===== src/rtl/pe_issue_stage.sv =====
// Issue and writeback stage feeding pe_operator: regfile read with full
// forwarding, registered operator inputs, one-deep writeback register.
package pe_pkg;
    localparam int DATA_L   = 16;
    localparam int OPCODE_L = 3;

    typedef enum logic [OPCODE_L-1:0] {
        SUM_OPCODE  = 3'd0,
        PROD_OPCODE = 3'd1,
        PASS_OPCODE = 3'd2,
        MAX_OPCODE  = 3'd3,
        MIN_OPCODE  = 3'd4
    } opcode_e;
endpackage

module pe_issue_stage #(
    parameter int DATA_L     = pe_pkg::DATA_L,
    parameter int OPCODE_L   = pe_pkg::OPCODE_L,
    parameter int REG_N      = 16,
    parameter int REG_ADDR_L = $clog2(REG_N)
) (
    input  logic                  clk,
    input  logic                  rst,
    pe_issue_stage_if.slave       instr,
    output logic [DATA_L-1:0]     op_in_0,
    output logic [DATA_L-1:0]     op_in_1,
    output logic [OPCODE_L-1:0]   op_opcode,
    input  logic [DATA_L-1:0]     op_out,
    input  logic                  ext_wr_en,
    input  logic [REG_ADDR_L-1:0] ext_wr_addr,
    input  logic [DATA_L-1:0]     ext_wr_data,
    input  logic [REG_ADDR_L-1:0] rd_addr,
    output logic [DATA_L-1:0]     rd_data,
    output logic                  wb_valid,
    output logic [REG_ADDR_L-1:0] wb_dst,
    output logic [DATA_L-1:0]     wb_data,
    output logic                  busy,
    output logic                  ext_err
);
    localparam logic [OPCODE_L-1:0] PASS_OP = OPCODE_L'(pe_pkg::PASS_OPCODE);

    logic [DATA_L-1:0]     regs [REG_N];
    logic                  iss_valid;
    logic [REG_ADDR_L-1:0] iss_dst;
    logic [DATA_L-1:0]     fwd_0;
    logic [DATA_L-1:0]     fwd_1;
    logic                  accept;
    logic                  ext_wr_ok;

    assign instr.ready = ~ext_wr_en;
    assign accept      = instr.valid & ~ext_wr_en;
    assign busy        = iss_valid | wb_valid;
    assign ext_wr_ok   = ext_wr_en & ~busy;
    assign rd_data     = regs[rd_addr];

    // The issue-stage result is youngest, so it is applied last and wins over wb.
    always_comb begin
        fwd_0 = regs[instr.src0];
        if (wb_valid && wb_dst == instr.src0) fwd_0 = wb_data;
        if (iss_valid && iss_dst == instr.src0) fwd_0 = op_out;

        fwd_1 = regs[instr.src1];
        if (wb_valid && wb_dst == instr.src1) fwd_1 = wb_data;
        if (iss_valid && iss_dst == instr.src1) fwd_1 = op_out;
    end

    // NOTE: non-blocking assignments throughout, so every stage samples the
    // values its predecessor held before this edge.
    always_ff @(posedge clk or negedge rst) begin
        if (!rst) begin
            iss_valid <= 1'b0;
            iss_dst   <= '0;
            op_in_0   <= '0;
            op_in_1   <= '0;
            op_opcode <= PASS_OP;
            wb_valid  <= 1'b0;
            wb_dst    <= '0;
            wb_data   <= '0;
            ext_err   <= 1'b0;
        end else begin
            iss_valid <= accept;
            if (accept) begin
                op_in_0   <= fwd_0;
                op_in_1   <= fwd_1;
                op_opcode <= instr.opcode;
                iss_dst   <= instr.dst;
            end else begin
                op_in_0   <= '0;
                op_in_1   <= '0;
                op_opcode <= PASS_OP;
            end

            wb_valid <= iss_valid;
            if (iss_valid) begin
                wb_data <= op_out;
                wb_dst  <= iss_dst;
            end

            if (ext_wr_en && busy) ext_err <= 1'b1;
        end
    end

    // NOTE: the register file sits in its own reset branch on purpose: software
    // relies on every entry reading zero after reset, so it cannot be a plain RAM.
    always_ff @(posedge clk or negedge rst) begin
        if (!rst) begin
            for (int i = 0; i < REG_N; i++) regs[i] <= '0;
        end else if (wb_valid) begin
            regs[wb_dst] <= wb_data;
        end else if (ext_wr_ok) begin
            regs[ext_wr_addr] <= ext_wr_data;
        end
    end
endmodule


===== src/rtl/pe_issue_stage_if.sv =====
// Instruction stream channel into the PE issue stage: valid/ready handshake
// carrying opcode and source/destination register addresses.
interface pe_issue_stage_if #(
    parameter int OPCODE_L   = 3,
    parameter int REG_ADDR_L = 4
);
    logic                  valid;
    logic                  ready;
    logic [OPCODE_L-1:0]   opcode;
    logic [REG_ADDR_L-1:0] src0;
    logic [REG_ADDR_L-1:0] src1;
    logic [REG_ADDR_L-1:0] dst;

    modport master (
        output valid, opcode, src0, src1, dst,
        input  ready
    );

    modport slave (
        input  valid, opcode, src0, src1, dst,
        output ready
    );
endinterface


===== src/flat_wrapper.sv =====
// flat-port wrapper written by rule: the top's interface ports become plain ports
module pe_issue_stage_flat 
#(
    parameter int DATA_L     = pe_pkg::DATA_L,
    parameter int OPCODE_L   = pe_pkg::OPCODE_L,
    parameter int REG_N      = 16,
    parameter int REG_ADDR_L = $clog2(REG_N)
)
  (clk, rst, op_in_0, op_in_1, op_opcode, op_out, ext_wr_en, ext_wr_addr, ext_wr_data, rd_addr, rd_data, wb_valid, wb_dst, wb_data, busy, ext_err, instr_valid, instr_opcode, instr_src0, instr_src1, instr_dst, instr_ready);
  pe_issue_stage_if #(.OPCODE_L(OPCODE_L), .REG_ADDR_L(REG_ADDR_L)) instr_i ();
  input  logic clk;
  input  logic rst;
  output logic [DATA_L-1:0] op_in_0;
  output logic [DATA_L-1:0] op_in_1;
  output logic [OPCODE_L-1:0] op_opcode;
  input  logic [DATA_L-1:0] op_out;
  input  logic ext_wr_en;
  input  logic [REG_ADDR_L-1:0] ext_wr_addr;
  input  logic [DATA_L-1:0] ext_wr_data;
  input  logic [REG_ADDR_L-1:0] rd_addr;
  output logic [DATA_L-1:0] rd_data;
  output logic wb_valid;
  output logic [REG_ADDR_L-1:0] wb_dst;
  output logic [DATA_L-1:0] wb_data;
  output logic busy;
  output logic ext_err;
  input wire logic [$bits(instr_i.valid)-1:0] instr_valid;
  input wire logic [$bits(instr_i.opcode)-1:0] instr_opcode;
  input wire logic [$bits(instr_i.src0)-1:0] instr_src0;
  input wire logic [$bits(instr_i.src1)-1:0] instr_src1;
  input wire logic [$bits(instr_i.dst)-1:0] instr_dst;
  output wire logic [$bits(instr_i.ready)-1:0] instr_ready;
  assign instr_i.valid = instr_valid;
  assign instr_i.opcode = instr_opcode;
  assign instr_i.src0 = instr_src0;
  assign instr_i.src1 = instr_src1;
  assign instr_i.dst = instr_dst;
  assign instr_ready = instr_i.ready;
  pe_issue_stage #(.DATA_L(DATA_L), .OPCODE_L(OPCODE_L), .REG_N(REG_N), .REG_ADDR_L(REG_ADDR_L)) u_core (.clk(clk), .rst(rst), .instr(instr_i), .op_in_0(op_in_0), .op_in_1(op_in_1), .op_opcode(op_opcode), .op_out(op_out), .ext_wr_en(ext_wr_en), .ext_wr_addr(ext_wr_addr), .ext_wr_data(ext_wr_data), .rd_addr(rd_addr), .rd_data(rd_data), .wb_valid(wb_valid), .wb_dst(wb_dst), .wb_data(wb_data), .busy(busy), .ext_err(ext_err));
endmodule

===== config.mk =====
export PLATFORM = sky130hd
export DESIGN_NAME = pe_issue_stage_flat
export DESIGN_NICKNAME = d
export VERILOG_FILES = /design/src/rtl/pe_issue_stage.sv /design/src/rtl/pe_issue_stage_if.sv /design/src/flat_wrapper.sv
export SDC_FILE = /design/constraint.sdc
export NUM_CORES = 1
export LEC_CHECK = 0
export BUFFER_PORTS_ARGS = -buffer_cell sky130_fd_sc_hd__buf_2
export CORE_MARGIN = 2
export CORE_UTILIZATION = 52
export DETAILED_ROUTE_END_ITERATION = 16
export PLACE_DENSITY = 0.7
export SETUP_SLACK_MARGIN = 0.3
export SLEW_MARGIN = 20
export SYNTH_ARGS = -nofsm -noshare
export SYNTH_HDL_FRONTEND = slang
export SYNTH_SLANG_ARGS = --single-unit

===== constraint.sdc =====
create_clock -name clk -period 4.3 [get_ports clk]
set_clock_uncertainty 0.1 [all_clocks]
set_input_delay 0.86 -clock clk [delete_from_list [all_inputs] [get_ports clk]]
set_output_delay 0.86 -clock clk [all_outputs]
set_load 0.02 [all_outputs]

## Word-level counts from Yosys, hierarchy flattened

Cells that the tools add are included.

- Flip-flop bits (word level): 318
- Word-level logic and storage cells: 78
- Output and inout port bits: 75
- Input port bits: 59

- Equality and inequality tests: 4
- Reductions and logical operators: 8
- Magnitude comparators: 7
- Multiplexer cells: 24
- Bitwise operators: 10

Operators with widths:

| kind | count |
|---|---|
| 256-bit bitwise mux | 2 |
| 256-bit two-way mux | 2 |
| 16-bit two-way mux | 14 |
| 16-bit binary-select mux with 4-bit select | 3 |
| 16-bit demux with 4-bit select | 2 |
| 5-bit >= comparator (second input constant) | 5 |
| 4-bit NOT with 5-bit output | 5 |
| 4-bit equality test | 4 |
| 5-bit by 1-bit less-than comparator with 1-bit output (second input constant) | 2 |
| 1-bit logical AND | 7 |
| 3-bit two-way mux | 1 |
| 1-bit bitwise AND | 2 |
| 1-bit NOT | 2 |
| 2-bit nonzero test | 1 |
| 1-bit OR | 1 |

## Longest topological paths before layout

Gate-level depths: netlist of run 1.

- Depth after elaboration: 8
- Depth in mapped cells: 10
- Gate-level depth less buffers: 6

## Least setup slack after synthesis of run 1

No wires, ideal clock.

- Kind: input to output
- Start point: in rd_addr[0]
- End point: out rd_data[0]
- Stages on the path: 4
- Arrival: 2.435 ns
- Buffers on the path: 2
- Data required time: 3.340 ns
- Slack: 0.905 ns
- Cells stage by stage: buf_2 -> buf_2 -> mux4_2 -> mux4_2

- Cells in the longest elaborated chain, start to end: 4

Ends and longest elaborated chain:

| item | line | source |
|---|---|---|
| start: declaration | flat_wrapper.sv:20 | `input logic [REG_ADDR_L-1:0] rd_addr;` |
| 4-bit NOT with 5-bit output (not written as such) | pe_issue_stage.sv:54 | `assign rd_data = regs[rd_addr];` |
| 16-bit binary-select mux with 4-bit select | pe_issue_stage.sv:54 |  |
| 16-bit two-way mux (not written as such) (2 in a row) | pe_issue_stage.sv:54 |  |
| end: declaration | flat_wrapper.sv:21 | `output logic [DATA_L-1:0] rd_data;` |

Every way passes these cells. The select of a mux whose other input is x is not followed.

## Worst setup path in the final report of run 1

- Start point: in rd_addr[0]
- End point: out rd_data[3]

Same word-level chain as after synthesis.

==> results.md, run 1 <==
- Final nets: 1933
- Compound-cell area share of the yosys netlist: ~19%
- Syn Std Cell Area: 20590 um^2
- Die width: 203.0 um
- Setup crit start kind: input port
- Vias in the first global route: about 18000
- Total track usage: 37.46%
- Final cell count without fillers: between 2000 and 2500
- Yosys warns: 0
- Slack of the worst reg-to-reg path: 1.22 ns
- Dpl cells: 2354
- RSZ-0062 raised after global routing: no
- Avg Synthesized Cell Area: roughly 11 um^2
- Fin Hold WS: 0.2438 ns
- CTS tree: done
- IO buf count: 133
- Clock sinks: 318
- Number of max-cap violations: 0
- Combinational share of power: between 30% and 40%
- Initial antenna violation count: 2
- Most common cell in the netlist: nand2_1
- Hold Crit Class: in -> async
- Vias: 17830
- Status: complete, no violations
- Fin. Hold Viols: 0
- Synth Register Bits: roughly 320
- Area leader, netlist: dfrtp_1
- Power per Cell Area: 528.2 nW/um^2
- Post-synthesis simple-gate area fraction: 7.633%
- CTS H-Tree Depth: 2
- Number of routed nets with antenna violations: 0
- Fmax: between 0.2 and 0.3 GHz
- Post-Syn Nets: around 1900
- Slew HR: 38.80%
- Sum Neg Setup Slack: 0 ns
- Detailed Place HPWL: around 47 mm
- Final setup fails: 0
- Distinct cells, synth: 38
- Slew @ Worst Pin: just over 0.9 ns
- Worst EP required: between 3 and 4 ns
- Core Footprint: a little under 40000 um^2
- Worst-Skew Late Latency: around 0.54 ns
- Largest net degree at the start of global routing: 99
- Clock Path Buffers: 3
- # IOs: 134
- Setup Buffers After CTS: 0
- Largest family of logic cells by synthesized area: multiplexers
- Synth cell count leaders: nand2_1, dfrtp_1, mux4_2, o21ai_0, o22a_1
- Cell-internal power: between 7 and 8 mW
- VDD IR-drop max: approximately 0.26 mV
- WL final: between 70 and 80 mm
- CTS Root Cell: clkbuf_16
- Layout cell share with drive strength beyond 1: between 20% and 30%
- Top Usage Layer GRT: met2
- Hold_buf cts: 0
- Mux cell area share after synthesis: between 20% and 30%
- Number of enable flip-flop cells after synthesis: 0
- Die area: roughly 41000 um^2
- Post-cts resize count: 0
- Asr flop ratio synth: 100.0%
- Initial core utilization: ~53%
- Met2 Use GR: a little over half
- Share of the synthesized area in the top cell type: 38.53%
- Die height: approximately 200 um
- Sw Ratio: a little over a third
- Slew Limit Fails: 0
- Post-Synth XOR/XNOR Area: less than 1%
- WP data arrival: between 2 and 3 ns
- Sequential power share: approximately 43%
- Final worst-path cycle share: a little under 90%
- Drt pass-1 iters: 6
- Total CTS buffers: 36
- Nature of the critical path endpoint: output port
- Top cells by area, synth: dfrtp_1, mux4_2, o22a_1, nand2_1, o21ai_0
- Total congestion overflow: 0
- Sw power: around 4.3 mW
- # rows: 72
- CP Max Fanout: 30
- Clock-pin transition on the worst setup and hold timing paths: 0.06 ns
- Met1 GRT Util: a little under half
- Adder-cell area share of the yosys netlist: 0%
- Area grow syn2layout: 10.44%
- Fin crit period: around 3.8 ns
- Met3 usage: a little over an eighth
- Register area share after synthesis: 38.66%
- Type of the worst setup path: in -> out
- Power share of the clock group: about a quarter
- Top FF cell, synth: dfrtp_1
- # DRC: 0
- RePlAce Congestion: roughly 0.94
- Iteration-0 DRC Markers: approximately 2500
- Cells after Synth: around 1800
- First-pass GRT wire length: between 100 and 150 mm
- ANT cells: 0
- Routed len/inst: about 32 um
- Vias per inst: between 7 and 8
- Leakage: 9.242 nW
[registers in the layout, summed over array words and instances (netlist names)]
signal and flops:
u_core.wb_valid 1, u_core.wb_data 16, u_core.wb_dst 4, u_core.regs 256, u_core.op_in_0 16, u_core.iss_dst 4
u_core.op_in_1 16, u_core.op_opcode 3, u_core.iss_valid 1, u_core.ext_err 1
[path summary, 6_finish.rpt]
check	startpoint	to	cells past startpoint
setup / recovery	rd_addr[0]	rd_data[3]	5
setup reg to reg	u_core.wb_valid	u_core.regs[226]	5
max in group asynchronous	rst	u_core.regs[249]	2
min in group clk	u_core.ext_err	u_core.ext_err	1
hold reg to reg	u_core.ext_err	u_core.ext_err	1
hold / removal	rst	u_core.ext_err	1
[cell usage in the layout (no fill, tap or decap), types with 2 or more instances in the layout]
cell / instances
mux2_2: 54
buf_12: 12
o32a_2: 11
xor2_1: 10
inv_1: 18
and4_1: 4
clkinv_4: 2
buf_2: 129
nor3_1: 2
o32a_1: 4
nand3_1: 13
a31oi_1: 17
nor2_1: 39
clkbuf_8: 6
mux2i_1: 16
clkbuf_1: 6
clkbuf_16: 37
dfrtp_1: 316
nand2_1: 322
o22ai_1: 48
buf_4: 57
and2_1: 3
a21oi_1: 32
a32oi_1: 16
nor2b_1: 10
o221ai_1: 16
o21ai_0: 208
clkinvlp_4: 3
a22oi_1: 32
clkinv_2: 8
mux4_2: 208
xnor2_1: 6
mux2_4: 30
o22a_1: 192
[metrics by stage]
stage / instance area, um^2 / setup slack, ns / power [mW] / util (%)
2_1_floorplan: 20590 / 0.9046 / 7.536 / -
3_3_place_gp: 21620 / 0.5814 / 8.715 / 55.69
3_5_place_dp: 21620 / 0.5266 / 8.884 / 55.69
4_1_cts: 22740 / 0.5305 / 11.84 / 58.56
5_1_grt: 22740 / 0.4663 / 12.47 / 58.56
6_report: 22740 / 0.5381 / 12.01 / 58.56
[cell families (layout without fill, tap and decap cells)]
group	after synthesis	after routing
AO/OA/AOI/OAI	579	579
buffers and inverters	231	280
XOR/XNOR	16	16
multiplexers	308	308
flip-flops	318	318
AND/OR/NAND/NOR	397	397
[power by group through the flow]
| stage | Combinational, mW | Clock (mW) | Sequential (mW) |
|---|---|---|---|
| 2_1_floorplan | 2.82 | 0 | 4.72 |
| 3_3_place_gp | 3.73 | 0 | 4.99 |
| 3_5_place_dp | 3.85 | 0 | 5.04 |
| 4_1_cts | 3.86 | 2.98 | 5.00 |
| 5_1_grt | 4.19 | 3.10 | 5.18 |
| 6_report | 3.94 | 2.97 | 5.10 |
[critical path, cell delays in order]
cell and delay [ns]:
buf_4 0.28, buf_12 0.31, mux4_2 0.54, mux4_2 0.57, buf_2 0.20
[layer usage]
metal | share of wire, % | up-vias | wire length [um]
met1 | 35 | 8674 | 26730
li1 | - | 7161 | -
met3 | 15 | 439 | 11290
met5 | 0.034 | - | 26
met4 | 7.8 | 6 | 6022
met2 | 43 | 1550 | 32860
[cell type report]
cell class,count,area (um^2)
Tap cell,518,648.1
Inverter,19,71.32
Timing Repair Buffer,199,1329
Sequential cell,318,7960
Clock inverter,13,80.08
Multi-Input combinational cell,1300,11620
Fill cell,3175,16090
Clock buffer,49,1031
(Power assumes the default switching activity.)
==> inputs of run 2 (changes only) <==
--- a/config.mk
+++ b/config.mk
@@ -5,7 +5,7 @@
 export SDC_FILE = /design/constraint.sdc
 export NUM_CORES = 1
 export LEC_CHECK = 0
-export BUFFER_PORTS_ARGS = -buffer_cell sky130_fd_sc_hd__buf_2
+export BUFFER_PORTS_ARGS = -buffer_cell sky130_fd_sc_hd__buf_4
 export CORE_MARGIN = 2
 export CORE_UTILIZATION = 52
 export DETAILED_ROUTE_END_ITERATION = 16
==> results.md, run 2 (synthesis gave the netlist of run 1 again) <==
- # DRC: 0 (unchanged)
- RSZ-0062 raised after global routing: no
- Clock-pin transition on the worst setup and hold timing paths: 0.06 ns (about the same)
- Fmax: 0.2702 GHz (+1.6%)
- Vias per inst: 7.408 (+0.38%)
- CP Launch Point: rd_addr[0]
- Vias in the first global route: 17850 (+1.8%)
- VDD IR-drop max: 0.2595 mV (-1.4%)
- Initial antenna violation count: 3 (+1)
- IO buf count: 133 (unchanged)
- Final instance area: 23010 um^2 (+1.2%)
- R2r startpoint: u_core.wb_valid
- Power per Cell Area: 526.0 nW/um^2 (-0.40%)
- Hold_buf cts: 0 (unchanged)
- Met3 routed WL: 10.59 mm (-6.2%)
- WL final: 75.02 mm (-2.5%)
- Routed wire length on met2: 33.11 mm (+0.76%)
- Fin crit period: 3.701 ns (-0.06062 ns)
- Slew Limit Fails: 0 (unchanged)
- Iteration-0 DRC Markers: 2252 (-11%)
- CTS tree: done
- CTS H-Tree Depth: 2 (unchanged)
- CTS Root Cell: clkbuf_16
- Initial core utilization: 53.02% (unchanged)
- Slew HR: 11.84% (-27 points)
- Final setup fails: 0 (unchanged)
- Met1 Routed Length: 26.14 mm (-2.2%)
- Core Footprint: 38830 um^2 (unchanged)
- Register Area: 7960 um^2 (unchanged)
- Biggest register: u_core.regs
- ANT cells: 0 (unchanged)
- Clock sinks: 318 (unchanged)
- Worst EP required: 3.34 ns (about the same)
- Leakage: 9.288 nW (+0.50%)
- Post-cts resize count: 0 (unchanged)
- # rows: 72 (unchanged)
- CP Max Fanout: 25 (-17%)
- Total CTS buffers: 35 (-2.8%)
- Number of max-cap violations: 0 (unchanged)
- Drt pass-1 iters: 8 (+2)
- Commonest cells after routing, fill and taps aside: nand2_1, dfrtp_1, mux4_2, o21ai_0, o22a_1
- Hold Crit Class: in -> async
- Total track usage: 36.91% (-0.55 points)
- Final nets: 1933 (unchanged)
- Vias: 17890 (+0.34%)
- Worst-Skew Late Latency: 0.55 ns (about the same)
- Area of the multi-input gates: 11610 um^2 (about the same)
- Fin. Hold Viols: 0 (unchanged)
- Setup crit start kind: input port
- Area grow syn2layout: 11.76%
- Total Power: 12.10 mW (+0.79%)
- Setup Buffers After CTS: 0 (unchanged)
- Area after DPL: 21910 um^2 (+1.3%)
- Detailed Place HPWL: 47.11 mm (+0.38%)
- Number of routed nets with antenna violations: 0 (unchanged)
- Type of the worst setup path: in -> out
- Total congestion overflow: 0 (unchanged)
- Die width: 203.0 um (unchanged)
- Sum Neg Setup Slack: 0 ns (unchanged)
- Routed len/inst: 31.07 um (-2.4%)
- Nature of the critical path endpoint: output port
- Layout cell share with drive strength beyond 1: 29.52% (-0.090 points)
- Status: complete, no violations
- Slew @ Worst Pin: 1.322 ns (+0.4045 ns)
- Die height: 203.0 um (unchanged)
- Max reg flops: 256 (unchanged)
- Clock Path Buffers: 3 (unchanged)
- First-pass GRT wire length: 112.8 mm (-0.29%)
- Commonest non-fill, non-tap cell in the layout: nand2_1
- Highest metal used: met5
- Number of fill cells: 3163 (-0.38%)
- Largest net degree at the start of global routing: 108 (+9.1%)
- Die area: 41200 um^2 (unchanged)
- WP data arrival: 2.74 ns (-0.06 ns)
- Final worst-path cycle share: 86.08% (-1.4 points)
- RePlAce Congestion: 0.9241 (-2.0%)
- # IOs: 134 (unchanged)
## run 2: cell count changes in the layout (fill, tap and decap cells not counted), sizes merged
cell / before / now
bufinv: 0 / 1
clkinvlp: 3 / 5
clkinv: 10 / 11
clkbuf: 49 / 43
buf: 199 / 200
## run 2: report_power, final
group | switching, mW | leakage, nW | internal, mW
logic | 1.88 | 4.63 | 2.13
registers | 1.14 | 4.12 | 3.97
clock network | 1.32 | 0.533 | 1.67
## run 2: cell type report
type / count / area share (%)
repair buffers: 200 / 7.048
inverters: 19 / 0.3100
multi-input cells: 1300 / 50.47
flip-flops and latches: 318 / 34.60
clock inverters: 17 / 0.5492
clock buffers: 43 / 4.209
well taps: 518 / 2.817
## run 2: worst paths after layout
path / slack (ns) / cells past startpoint / to
max in group asynchronous: 2.86 / 2 / u_core.regs[41]
min reg2reg: 0.36 / 1 / u_core.ext_err
min: 0.16 / 1 / u_core.ext_err
min in group clk: 0.36 / 1 / u_core.ext_err
max: 0.60 / 5 / rd_data[4]
max reg2reg: 1.43 / 5 / u_core.regs[6]
## run 2: critical path, cell delays in order
cell	delay [ns]
buf_4	0.25
buf_12	0.26
mux4_2	0.53
mux4_2	0.60
buf_4	0.21
## run 2: per-layer routing
metal,track usage (%),vias to the layer above
li1,-,7152
met1,45.79,8930
met2,54.99,1449
met3,14.00,357
met4,22.37,2
met5,0,-
## run 2: stage by stage
stage	utilization [%]	hold slack [ns]	cells	setup slack, ns
floorplan	-	0.3451	1849	0.9046
global placement	56.44	0.3413	2355	0.6320
detailed placement	56.44	0.3461	2355	0.6119
CTS	59.26	0.2190	2415	0.6022
global route	59.26	0.2322	2415	0.5420
finish	59.26	0.1612	2415	0.5987
